### src/rtl/mem_access_unit.sv
// mem_access_unit: CPU-side load/store initiator for a word-organised data RAM.
// Takes one request at a time. Loads read the word and return the extended lane.
// SW writes directly. SB/SH read the word, merge the new lane, then write it back.
// Byte lanes are big-endian: byte 0 lives in bits [31:24].
module mem_access_unit #(
  parameter int MEM_WORDS = 256
) (
  input  logic        clk,
  input  logic        rst,
  input  logic        req_valid,
  output logic        req_ready,
  input  logic [2:0]  op,
  input  logic [31:0] addr,
  input  logic [31:0] wdata,
  output logic        resp_valid,
  output logic [31:0] rdata,
  output logic        fault,
  output logic [31:0] mem_addr,
  output logic [31:0] mem_wdata,
  output logic        MemRead,
  output logic        MemWrite,
  input  logic [31:0] mem_rdata
);

  localparam logic [1:0] IDLE = 2'd0;
  localparam logic [1:0] RD   = 2'd1;
  localparam logic [1:0] WR   = 2'd2;
  localparam logic [1:0] RESP = 2'd3;

  localparam logic [2:0] OP_LB  = 3'b000;
  localparam logic [2:0] OP_LH  = 3'b001;
  localparam logic [2:0] OP_LW  = 3'b010;
  localparam logic [2:0] OP_SW  = 3'b011;
  localparam logic [2:0] OP_LBU = 3'b100;
  localparam logic [2:0] OP_LHU = 3'b101;
  localparam logic [2:0] OP_SB  = 3'b110;
  localparam logic [2:0] OP_SH  = 3'b111;

  localparam logic [31:0] MEM_WORDS_C = 32'(MEM_WORDS);

  // Big-endian byte lane k = bits [31-8k -: 8].
  function automatic logic [7:0] get_byte(input logic [31:0] word, input logic [1:0] off);
    case (off)
      2'd0:    get_byte = word[31:24];
      2'd1:    get_byte = word[23:16];
      2'd2:    get_byte = word[15:8];
      2'd3:    get_byte = word[7:0];
      default: get_byte = 8'h00;
    endcase
  endfunction

  // Loads return the selected lane, sign- or zero-extended; LW returns the whole word.
  function automatic logic [31:0] load_ext(input logic [2:0] o, input logic [1:0] off,
                                           input logic [31:0] word);
    logic [7:0]  b;
    logic [15:0] h;
    b = get_byte(word, off);
    h = off[1] ? word[15:0] : word[31:16];
    case (o)
      OP_LB:   load_ext = {{24{b[7]}}, b};
      OP_LH:   load_ext = {{16{h[15]}}, h};
      OP_LW:   load_ext = word;
      OP_LBU:  load_ext = {24'h000000, b};
      OP_LHU:  load_ext = {16'h0000, h};
      default: load_ext = 32'h0000_0000;
    endcase
  endfunction

  // Sub-word store merge: only the addressed lane changes.
  function automatic logic [31:0] merge_store(input logic [2:0] o, input logic [1:0] off,
                                              input logic [31:0] word, input logic [15:0] wd);
    logic [31:0] m;
    m = word;
    case (o)
      OP_SB: begin
        case (off)
          2'd0:    m[31:24] = wd[7:0];
          2'd1:    m[23:16] = wd[7:0];
          2'd2:    m[15:8]  = wd[7:0];
          2'd3:    m[7:0]   = wd[7:0];
          default: m = word;
        endcase
      end
      OP_SH: begin
        if (off[1]) m[15:0]  = wd;
        else        m[31:16] = wd;
      end
      default: m = word;
    endcase
    merge_store = m;
  endfunction

  function automatic logic is_load_f(input logic [2:0] o);
    case (o)
      OP_LB, OP_LH, OP_LW, OP_LBU, OP_LHU: is_load_f = 1'b1;
      default:                             is_load_f = 1'b0;
    endcase
  endfunction

  // Misalignment for the access width, or a word index past the end of RAM.
  function automatic logic is_fault_f(input logic [2:0] o, input logic [31:0] a);
    logic misal;
    case (o)
      OP_LH, OP_LHU, OP_SH: misal = a[0];
      OP_LW, OP_SW:         misal = (a[1:0] != 2'b00);
      default:              misal = 1'b0;
    endcase
    is_fault_f = misal | ({2'b00, a[31:2]} >= MEM_WORDS_C);
  endfunction

  logic [1:0]  state_r;
  logic [2:0]  op_r;
  logic [1:0]  off_r;
  logic [15:0] wdata_r;

  logic        accept_s;
  logic        fault_s;
  logic [31:0] load_data_s;
  logic [31:0] merged_s;

  assign accept_s    = req_valid & req_ready;
  assign fault_s     = is_fault_f(op, addr);
  assign load_data_s = load_ext(op_r, off_r, mem_rdata);
  assign merged_s    = merge_store(op_r, off_r, mem_rdata, wdata_r);

  // Transaction FSM; every output is a register updated alongside the state.
  always_ff @(posedge clk or posedge rst) begin
    if (rst) begin
      state_r    <= IDLE;
      op_r       <= 3'b000;
      off_r      <= 2'b00;
      wdata_r    <= 16'h0000;
      req_ready  <= 1'b1;
      resp_valid <= 1'b0;
      rdata      <= 32'h0000_0000;
      fault      <= 1'b0;
      mem_addr   <= 32'h0000_0000;
      mem_wdata  <= 32'h0000_0000;
      MemRead    <= 1'b0;
      MemWrite   <= 1'b0;
    end else begin
      case (state_r)
        IDLE: begin
          if (accept_s) begin
            op_r      <= op;
            off_r     <= addr[1:0];
            wdata_r   <= wdata[15:0];
            req_ready <= 1'b0;
            if (fault_s) begin
              state_r    <= RESP;
              resp_valid <= 1'b1;
              rdata      <= 32'h0000_0000;
              fault      <= 1'b1;
            end else begin
              mem_addr <= {addr[31:2], 2'b00};
              if (op == OP_SW) begin
                state_r   <= WR;
                mem_wdata <= wdata;
                MemWrite  <= 1'b1;
              end else begin
                state_r <= RD;
                MemRead <= 1'b1;
              end
            end
          end else begin
            req_ready <= 1'b1;
          end
        end
        RD: begin
          MemRead <= 1'b0;
          if (is_load_f(op_r)) begin
            state_r    <= RESP;
            resp_valid <= 1'b1;
            rdata      <= load_data_s;
            fault      <= 1'b0;
          end else begin
            state_r   <= WR;
            mem_wdata <= merged_s;
            MemWrite  <= 1'b1;
          end
        end
        WR: begin
          MemWrite   <= 1'b0;
          state_r    <= RESP;
          resp_valid <= 1'b1;
          rdata      <= 32'h0000_0000;
          fault      <= 1'b0;
        end
        RESP: begin
          resp_valid <= 1'b0;
          req_ready  <= 1'b1;
          state_r    <= IDLE;
        end
        default: begin
          state_r    <= IDLE;
          resp_valid <= 1'b0;
          req_ready  <= 1'b1;
          MemRead    <= 1'b0;
          MemWrite   <= 1'b0;
        end
      endcase
    end
  end

endmodule
### config.mk
export PLATFORM = sky130hd
export DESIGN_NAME = mem_access_unit
export DESIGN_NICKNAME = d
export VERILOG_FILES = /design/src/rtl/mem_access_unit.sv
export SDC_FILE = /design/constraint.sdc
export NUM_CORES = 1
export LEC_CHECK = 0
export CORE_MARGIN = 2
export CORE_UTILIZATION = 50
export CTS_CLUSTER_SIZE = 10
export DETAILED_ROUTE_END_ITERATION = 7
export PLACE_DENSITY = 0.87
export SETUP_SLACK_MARGIN = 0.4
export SLEW_MARGIN = 20
export SYNTH_ARGS = -nofsm -noshare
export SYNTH_HDL_FRONTEND = slang
export SYNTH_SLANG_ARGS = --single-unit
### constraint.sdc
create_clock -name clk -period 6.3 [get_ports clk]
set_input_delay 0.945 -clock clk [delete_from_list [all_inputs] [get_ports clk]]
set_output_delay 0.945 -clock clk [all_outputs]
set_load 0.1 [all_outputs]
### Word-level counts from Yosys, hierarchy flattened

Cells that the tools add are included.

* register bits: 122
* bits in latches: 0
* memory bits (writable): 0
* bits in read-only memories: 0
* output and inout bits: 101
* word-level logic and storage cells: 101
* memories: 0

* $add $sub $neg: 0
* multipliers: 0
* divide/modulo/power cells: 0
* $lt $le $gt $ge: 1
* equality and inequality tests: 24
* shift-type cells: 0
* mux-type cells: 44
* bitwise logic cells: 3
* reductions and logical operators: 17

Operators by type and width (number)
* 2-to-1 mux 32 bit: 7
* one-hot mux 32 bit (5 select lines): 1
* one-hot mux 32 bit (2 select lines): 2
* one-hot mux 32 bit (3 select lines): 1
* 2-to-1 mux 16 bit: 3
* 2-to-1 mux 8 bit: 4
* one-hot mux 8 bit (4 select lines): 1
* >= comparator 30 x 9 -> 1 bit (second input constant): 1
* equality test 3 bit (second input constant): 6
* 2-to-1 mux 1 bit: 15
* inequality test 2 bit (second input constant): 7
* AND reduction 5 bit: 2
* equality test 3 x 2 -> 1 bit (second input constant): 3
* equality test 2 bit (second input constant): 4
* one-hot mux 2 bit (4 select lines): 1
* AND reduction 4 bit: 2
* equality test 3 x 1 -> 1 bit (second input constant): 2
* 2-to-1 mux 2 bit: 3
* one-hot mux 1 bit (2 select lines): 3
* one-hot mux 1 bit (3 select lines): 2
* AND reduction 3 bit: 2
* nonzero test 2 bit: 3
* OR reduction 5 bit: 1
* equality test 2 x 1 -> 1 bit (second input constant): 2
* other kinds (10): 11

### Logic depth before layout (Yosys ltp)

* word-level depth: 7
* depth in mapped cells: 9
* mapped depth without buffers: 7

### Worst setup path after synthesis

OpenSTA, ideal clock, no wires.

* path kind: in2reg
* start: input port addr[23]
* end: register mem_wdata[16]
* arrival time: 2740 ps
* data required time: 6175 ps
* slack: 3435 ps
* stages on the path: 7
* path buffers: 2
* cell sequence: nor4_1 > nand4_1 > o41a_1 > or2_1 > buf_2 > buf_6 > mux2_4

* word-level cells in the longest chain between the ends: 4

Ends and longest elaborated chain
* from (decl): RTL line 13 `input logic [31:0] addr,`
* >= comparator 30 x 9 -> 1 bit: RTL line 108 `is_fault_f = misal | ({2'b00, a[31:2]} >= MEM_WORDS_C);`
* OR 1 bit: RTL line 108
* inequality test 2 bit (no source line)
* AND reduction 5 bit (no source line)
* to (signal assigned): RTL line 158 `mem_wdata <= wdata;`
* to (signal assigned): RTL line 178 `mem_wdata <= merged_s;`
* to (decl): RTL line 19 `output logic [31:0] mem_wdata,`

Every way passes these cells.
A chain may end at the register's enable or synchronous reset.

### Worst setup path in the final report

* start: register state_r[1]
* end: register mem_wdata[22]

* word-level cells in the longest chain between the ends: 3
* elaborated cells between the ends (all ways): 9
* classes of those cells: eq/ne: 5; mux: 1; reduce/logical: 3

Ends and longest elaborated chain
* from (decl): RTL line 111 `logic [1:0] state_r;`
* from (signal assigned): RTL line 129 `state_r <= IDLE;`
* from (signal assigned): RTL line 150 `state_r <= RESP;`
* from (signal assigned): RTL line 157 `state_r <= WR;`
* equality test 2 x 1 -> 1 bit / zero test 2 bit (equally long branches): RTL line 142 `case (state_r)`
* inequality test 2 bit (no source line) / nonzero test 2 bit (equally long branches)
* AND reduction 5 bit (no source line)

Parallel ways exist; a longest one is shown, timed or not.

==> metrics <==
largest area contributor in the netlist=dfrtp_1; minimum period implied by the final worst setup slack=just under 4000 ps; reg-to-reg slack, setup=around 2400 ps; crit path launch type=register; cell chosen for the clock root=clkbuf_16; Primary FF master, synth=dfrtp_1; Die ar.=~13000 um^2; worst hold path type=register to register; I/O pin total=203; deepest level of the CTS H-tree=4; Detail Placement HPWL=~14000 um; antenna violations before repair=0; combined global-route utilization of all metal layers=30.53%; Die Ht=113.8 um; total wire length after detailed routing=a little under 20000 um; grt ovf=0; cells after synthesis=about 590; max-slew violation count=0; number of DRC violations after detailed-routing iteration 0=437; antenna diode count=0; number of enable flip-flop cells after synthesis=0; total number of vias=around 5.6k; initial standard-cell utilization of the core=just over 50%; Layout Skew=a little under 7 ps; fraction of final layout cells sized beyond drive strength 1=between 10% and 20%; result of the run=finished clean; RePlAce Congestion=around 0.97; number of global-route vias before repair=~5.4k; mean routed wirelength per cell=20.67 um; syn_area_per_cell=around 10 um^2; Port Buf Inserts=200; critical path fanouts, max=71; arrival time of the worst setup path=approximately 4200 ps; unrepaired setup endpoints after global routing=no; proportion of netlist area held by the largest area contributor=roughly half; count of nets after finishing=just under 900; share of the clock period used by the worst path after layout=between 60% and 70%; filler cell count=approximately 800; startpoint of the most critical register-to-register path=state_r[1]; core outline area=between 10000 and 15000 um^2; worst setup path start=state_r[1]; Unique masters post-synth=44; detailed-routing iteration count for the pre-antenna-repair pass=6; TritonCTS Sinks=about 120; width of the die=113.8 um; R2R Path End=mem_wdata[22]; type of element capturing the critical path=register; Most Used Layer, Global Route=met2; reported max-cap violation count=0; cell types with the largest area share after synthesis=dfrtp_1, mux2_2, a221oi_1; met2 usage=49.62%; setup violation total in the final timing report=0; Area growth, synth to finish=44.99%; warnings from Yosys=0; end of the critical path=mem_wdata[22]; first-pass GRT wire length=about 30000 um; clock tree from TritonCTS=done; remaining antenna violation count=0; Skew-Pair Late Insertion Delay=roughly 420 ps; total standard cell area after synthesis=~6000 um^2; share of synthesized flip-flops with an asynchronous set or reset=between 90% and 100%; number of placement rows=40; pin count of the biggest net entering global routing=77; M3 GR Usage=approximately 5.6%; average via count per standard cell=approximately 6; final total negative setup slack=0 ps; Req. time, crit path=6610 ps; transition time at the pin with the least slew margin=between 1000 and 1500 ps; most frequent cell after synthesis=dfrtp_1; clock-pin slew on the worst setup and hold paths=about 60 ps; Max Clk Rate=about 260 MHz; endpoints failing hold=0; hold buffer count at cts=0; maximum number of buffers from clock root to sink=2; portion of the post-synthesis area used by sequential elements=between 50% and 60%; TritonCTS Buffers=17; Crit Path Category=register to register; Resized Gates After CTS=0; FF+latch count, synth=around 120; worst-case reg-to-reg path depth=8; postcts setup bufs=0; headroom to the max-slew limit=between 30% and 40%; most numerous cell types in the synthesized netlist=dfrtp_1, a21oi_1, nand2_1, nor2_1, o21ai_0; met1 track utilization from global routing=40.70%; DRC violations left=0
## through the flow
stage                     util [%]  std cells  setup slack [ps]  area (um^2)  hold WS [ps]
after floorplan                  -        590              2114         6031         504.3
final                        73.36        934              2442         8738         482.1
after global placement       67.97        901              2303         8097         459.7
after global routing         73.36        934              2231         8738         500.0
after CTS                    73.11        933              2525         8708         483.6
after detailed placement     67.97        901              2206         8097         470.2
## critical path, cell delays in order, from the launching register on
cell and delay [ps]:
dfrtp_1 420, inv_1 100, ha_2 170, buf_4 560
nand2_1 540, nand2_1 670, or2_1 490, buf_4 400
mux2_2 380
## worst min-delay path by stage
stage	start	to	slack (ps)	cells after the start
6_report	rdata[7]	rdata[7]	480	1
5_1_grt	rdata[6]	rdata[6]	500	2
4_1_cts	rdata[7]	rdata[7]	480	1
3_5_place_dp	rdata[7]	rdata[7]	470	1
3_3_place_gp	rdata[7]	rdata[7]	460	1
2_1_floorplan	wdata_r[10]	wdata_r[10]	500	1
## logic make-up (layout without fill, tap and decap cells)
family | Yosys count | after routing | synth area share (%)
buffers and inverters | 63 | 260 | 4.359
AND/OR/NAND/NOR | 153 | 153 | 11.73
multiplexers | 65 | 65 | 12.85
AO/OA/AOI/OAI | 181 | 181 | 19.49
other | 1 | 2 | 0.06222
flip-flops | 122 | 122 | 50.67
adder cells (fa/ha/maj) | 4 | 4 | 0.8304
## area by class of cell
type | instances | area, um^2 | area share [%]
Sequential cell | 122 | 3054 | 34.95
Inverter | 22 | 85.08 | 0.9737
Multi-Input combinational cell | 405 | 2736 | 31.31
Clock buffer | 18 | 439.2 | 5.026
Clock inverter | 14 | 172.7 | 1.976
Tap cell | 147 | 183.9 | 2.105
Timing Repair Buffer | 206 | 2067 | 23.65
## cell usage in the layout (no fill, tap or decap), drive strengths merged, types with 3 or more instances in the layout
cell	n
clkdlybuf4s50	200
dfrtp	121
a21oi	52
nand2	50
nor2	50
mux2	47
o21ai	44
a221oi	34
o31ai	31
nor2b	27
inv	23
clkbuf	18
mux2i	17
a22oi	8
nor4	6
buf	6
nor3	5
nand2b	5
clkinvlp	5
clkinv	5
ha	4
a211oi	3
bufinv	3
or2	3
## state kept, by name, summed over array words and instances (netlist names)
name / cells
MemRead: 1
MemWrite: 1
fault: 1
mem_addr: 30
mem_wdata: 32
off_r: 2
op_r: 3
rdata: 32
req_ready: 1
resp_valid: 1
state_r: 2
wdata_r: 16
## metal layers
layer / wire, um / vias up
met3: 1268 / 48
li1: - / 2505
met4: 650 / 0
met1: 7848 / 2716
met2: 9539 / 307
met5: 0 / -
Power is left out: the tool's default activity adds up to more than one toggle a clock period on the data nets, which glitch-free logic cannot reach.
